File: src/rtl/systolic_feed_ctrl.sv
// rtl/systolic_feed_ctrl.sv - tile sequencer for the systolic weight/data feed path
// Per tile: clear accumulators, stream serial codes, drain the array, hand off the result.
module systolic_feed_ctrl #(
  parameter int SERIAL_MAX   = 126,
  parameter int DRAIN_CYCLES = 32,
  parameter int FEED_LAT     = 2,
  parameter int TILE_W       = 8
) (
  input  logic              clk,
  input  logic              rst,
  input  logic              start,
  input  logic [TILE_W-1:0] num_tiles,
  input  logic              hold,
  output logic [6:0]        addr_serial_num,
  output logic              acc_clear,
  output logic              feed_valid,
  output logic              result_valid,
  input  logic              result_ready,
  output logic [TILE_W-1:0] tile_idx,
  output logic              busy,
  output logic              done
);

  localparam int DW = $clog2(DRAIN_CYCLES + 1);
  localparam logic [6:0]    IDLE_CODE   = 7'd127;
  localparam logic [6:0]    SERIAL_LAST = 7'(SERIAL_MAX);
  localparam logic [DW-1:0] DRAIN_LOAD  = DW'(DRAIN_CYCLES - 1);

  typedef enum logic [2:0] {S_IDLE, S_CLR, S_FEED, S_DRAIN, S_WB} state_t;

  state_t            state, state_next;
  logic [6:0]        addr_next;
  logic [DW-1:0]     drain_cnt, drain_cnt_next;
  logic [TILE_W-1:0] tiles_lat, tiles_lat_next, tile_idx_next;
  logic              done_next;
  logic              feed_in;
  logic [FEED_LAT-1:0] feed_pipe;

  // Mirrors the selector register + SRAM read, so feed_valid lines up with operands.
  assign feed_in    = (state == S_FEED) && !hold;
  assign feed_valid = feed_pipe[FEED_LAT-1];

  always_comb begin
    state_next     = state;
    addr_next      = IDLE_CODE;
    drain_cnt_next = drain_cnt;
    tiles_lat_next = tiles_lat;
    tile_idx_next  = tile_idx;
    done_next      = 1'b0;
    case (state)
      S_IDLE: begin
        if (start) begin
          if (num_tiles != '0) begin
            tiles_lat_next = num_tiles;
            tile_idx_next  = '0;
            state_next     = S_CLR;
          end else begin
            done_next = 1'b1;
          end
        end
      end
      S_CLR: begin
        state_next = S_FEED;
        addr_next  = 7'd0;
      end
      S_FEED: begin
        addr_next = addr_serial_num;
        if (!hold) begin
          if (addr_serial_num == SERIAL_LAST) begin
            state_next     = S_DRAIN;
            addr_next      = IDLE_CODE;
            drain_cnt_next = DRAIN_LOAD;
          end else begin
            addr_next = addr_serial_num + 7'd1;
          end
        end
      end
      S_DRAIN: begin
        if (!hold) begin
          if (drain_cnt == '0) begin
            state_next = S_WB;
          end else begin
            drain_cnt_next = drain_cnt - DW'(1);
          end
        end
      end
      S_WB: begin
        if (result_ready) begin
          if (tile_idx == tiles_lat - TILE_W'(1)) begin
            state_next    = S_IDLE;
            tile_idx_next = '0;
            done_next     = 1'b1;
          end else begin
            tile_idx_next = tile_idx + TILE_W'(1);
            state_next    = S_CLR;
          end
        end
      end
      default: state_next = S_IDLE;
    endcase
  end

  // Outputs are registered from the next-state decode so they align with the state they describe.
  always_ff @(posedge clk or posedge rst) begin
    if (rst) begin
      state           <= S_IDLE;
      addr_serial_num <= IDLE_CODE;
      drain_cnt       <= '0;
      tiles_lat       <= '0;
      tile_idx        <= '0;
      feed_pipe       <= '0;
      acc_clear       <= 1'b0;
      result_valid    <= 1'b0;
      busy            <= 1'b0;
      done            <= 1'b0;
    end else begin
      state           <= state_next;
      addr_serial_num <= addr_next;
      drain_cnt       <= drain_cnt_next;
      tiles_lat       <= tiles_lat_next;
      tile_idx        <= tile_idx_next;
      feed_pipe       <= (feed_pipe << 1) | FEED_LAT'(feed_in);
      acc_clear       <= (state_next == S_CLR);
      result_valid    <= (state_next == S_WB);
      busy            <= (state_next != S_IDLE);
      done            <= done_next;
    end
  end

endmodule
File: config.mk
export PLATFORM = sky130hd
export DESIGN_NAME = systolic_feed_ctrl
export DESIGN_NICKNAME = d
export VERILOG_FILES = /design/src/rtl/systolic_feed_ctrl.sv
export SDC_FILE = /design/constraint.sdc
export NUM_CORES = 1
export LEC_CHECK = 0
export BUFFER_PORTS_ARGS = -buffer_cell sky130_fd_sc_hd__buf_2
export CAP_MARGIN = 20
export CORE_UTILIZATION = 49
export DETAILED_ROUTE_END_ITERATION = 6
export GPL_ROUTABILITY_DRIVEN = 0
export PLACE_DENSITY = 0.68
export SYNTH_ARGS = -nofsm -noshare
export SYNTH_HDL_FRONTEND = slang
export SYNTH_SLANG_ARGS = --single-unit
File: constraint.sdc
create_clock -name clk -period 3.1 [get_ports clk]
set_input_delay 0.465 -clock clk [delete_from_list [all_inputs] [get_ports clk]]
set_output_delay 0.465 -clock clk [all_outputs]
set_load 0.05 [all_outputs]
==> run metrics <==
H-Tree Depth=2; hpwl dp=3238 µm; most common cell after layout, fill and taps aside=nand2_1; WHS=0.2749 ns; #FFs+latches synth=38; RSZ-0062 raised after global routing=no; pwr dens=844.4 nW/µm²; Port Buffers=32; Synth Area in Adders=between 3 and 4%; worst-margin pin slew=~0.8 ns; clk slew on worst S/H paths=0.07 ns; Synth Flop Type=dfrtp_1; post_cts resized=0; Area growth syn-to-layout=13.91%; VDD IR max=0.0005526 V; Synth Area per Inst=8.708 µm²; Pleak=1.124 nW; status=completed; fin util=59.78%; share of layout cells above drive strength 1=roughly 20%; Worst EP arrival=2.41 ns; met1 usage=approximately a quarter; num ports=33; GR Overflow Total=0; Slew Limit Headroom=approximately 48%; largest family of logic cells by synthesized area=simple AND/OR/NAND/NOR gates; # diodes=0; M2 GR Usage=39.22%; final setup violation count=0; Post-synth EDFFs=0; Starting Density=52.48%; nets=301; global-route wire length before repair=7638 µm; Hold Crit Class=in2async; CTS tree=done; setup TNS=0 ns; crit share post-route=73.32%; die area=4677 µm²; post-synthesis simple-gate area fraction=26.13%; Netlist cell types=49; fraction of synthesized area in multiplexers=0%; Clock Path Buffers=2; Hold Buf Count CTS=0; RR Endpoint=busy; Max Slew Vio Count=0; latest clock arrival within the worst-skew pair=0.29 ns; yosys warns=0; CP startpoint kind=flop; worst path required time=approximately 3.2 ns; final hold violation count=0; aggregate routed wire length=between 4000 and 5000 µm; max-cap violations=0; vias in the first global route=1717; vias=1854; post-synthesis instance total=248; Crit Reg-Reg Startpoint=tiles_lat[0]; Period minus WS final=2.273 ns; Synth Net Count=267; most frequent cells in the layout=nand2_1 (40), buf_2 (32), dfrtp_1 (31); Via density=around 5.6; synthesized cell area=2160 µm²; WS Path Type=reg2reg; GR peak layer=met2; Synth Area in Compound Gates=17.56%; core area=4115 µm²; crit path max fanout=8; fmax=440.0 MHz; Pre-Repair DR Iteration Count=4; DRC Markers=0; DR iter-0 viols=107; post-CTS setup buffer count=0; ys async rst share=100.0%; R2R depth=8; largest net degree at the start of global routing=39; R2R setup slack=0.83 ns; post-route ant nets=0; initial antenna violation count=0; site row count=23; clock root buffer=clkbuf_8; Seq/Total Area, Yosys=between 40% and 50%; Die X=around 70 µm; CTS Buf Count=5; Total GRT Usage=22.27%; Routed WL per cell=13.71 µm; clk_skew=0.003069 ns; XOR/XNOR share of the synthesized area=between 5 and 6%; Die Ht=68.39 µm; Setup crit end kind=flop; Clock Sink Count=38; met3 GRT Util=under 10%
-- area by class of cell --
cell class / instances / area, µm²
Timing Repair Buffer: 34 / 175.2
Clock inverter: 1 / 5.005
Inverter: 8 / 30.03
Fill cell: 362 / 1655
Sequential cell: 38 / 959.7
Clock buffer: 7 / 86.33
Multi-Input combinational cell: 195 / 1141
Tap cell: 50 / 62.56
-- critical path, stage by stage (launching register included) --
cell and delay, ns:
dfrtp_1 0.46, inv_1 0.09, ha_1 0.31, o21ba_1 0.20
a221oi_1 0.29, a41oi_1 0.11, a211oi_2 0.30, or3_4 0.21
o2111ai_1 0.13
-- how the worst max path moves through the flow --
stage / start / to / slack, ns / cells after the start
finish: tiles_lat[0] / busy / 0.83 / 8
global route: tiles_lat[0] / busy / 0.65 / 8
CTS: tiles_lat[0] / busy / 0.84 / 8
detailed placement: num_tiles[4] / busy / 0.82 / 6
global placement: tiles_lat[0] / busy / 0.90 / 8
floorplan: tile_idx[6] / busy / 1.04 / 7
-- metrics by stage --
stage	cells	power [W]	area, µm²	setup WS [ns]
finish	333	0.002077	2460	0.8271
global route	333	0.002249	2460	0.6453
CTS	333	0.002098	2460	0.8395
detailed placement	325	0.001733	2369	0.8175
global placement	325	0.001732	2369	0.9049
floorplan	248	0.001545	2160	1.037
-- power breakdown --
group          internal [W]  total [W]  switching [W]
combinational      0.000328   0.000870       0.000541
clock              0.000179   0.000355       0.000175
sequential         0.000657   0.000853       0.000196
total               0.00116    0.00208       0.000913
-- cells in the mapped netlist, types with 2 or more instances --
| cell type | number | area share [%] |
|---|---|---|
| a211oi_1 | 2 | 0.70 |
| a21oi_1 | 17 | 3.9 |
| a221oi_1 | 2 | 0.81 |
| a31oi_1 | 2 | 0.58 |
| a41oi_1 | 2 | 0.81 |
| and2_1 | 3 | 0.87 |
| clkbuf_1 | 4 | 0.70 |
| dfrtp_1 | 31 | 36 |
| dfstp_2 | 7 | 8.5 |
| ha_1 | 6 | 3.5 |
| inv_1 | 8 | 1.4 |
| nand2_1 | 40 | 7.0 |
| nand2b_1 | 8 | 2.3 |
| nand3_1 | 10 | 2.3 |
| nand4_1 | 2 | 0.58 |
| nor2_1 | 26 | 4.5 |
| nor2b_1 | 3 | 0.87 |
| nor3_1 | 10 | 2.3 |
| nor4_1 | 3 | 0.87 |
| o21ai_0 | 9 | 2.1 |
| o21ai_1 | 6 | 1.4 |
| o21bai_1 | 3 | 1.0 |
| o22ai_1 | 2 | 0.58 |
| o31ai_1 | 2 | 0.70 |
| or2_2 | 3 | 0.87 |
| or3b_1 | 2 | 0.81 |
| xnor2_1 | 11 | 4.5 |
| xor2_1 | 3 | 1.2 |
-- state kept, by name, summed over array words and instances (netlist names) --
| register | flops |
|---|---|
| tiles_lat | 8 |
| acc_clear | 1 |
| feed_pipe | 2 |
| done | 1 |
| drain_cnt | 6 |
| busy | 1 |
| addr_serial_num | 7 |
| result_valid | 1 |
| state | 3 |
| tile_idx | 8 |
-- logic make-up after synthesis --
group,count (synthesis)
AND/OR/NAND/NOR,116
AO/OA/AOI/OAI,59
flip-flops,38
buffers and inverters,15
XOR/XNOR,14
adder cells (fa/ha/maj),6
-- routing by layer --
layer | part of all wire [%] | vias to the layer above | routed length, µm
met5 | 0 | - | 0
met4 | 1.5 | 0 | 67
met3 | 3.0 | 6 | 139
met2 | 52 | 30 | 2353
met1 | 44 | 883 | 2005
li1 | - | 935 | -
No activity file was read; power rests on OpenSTA's default activity.
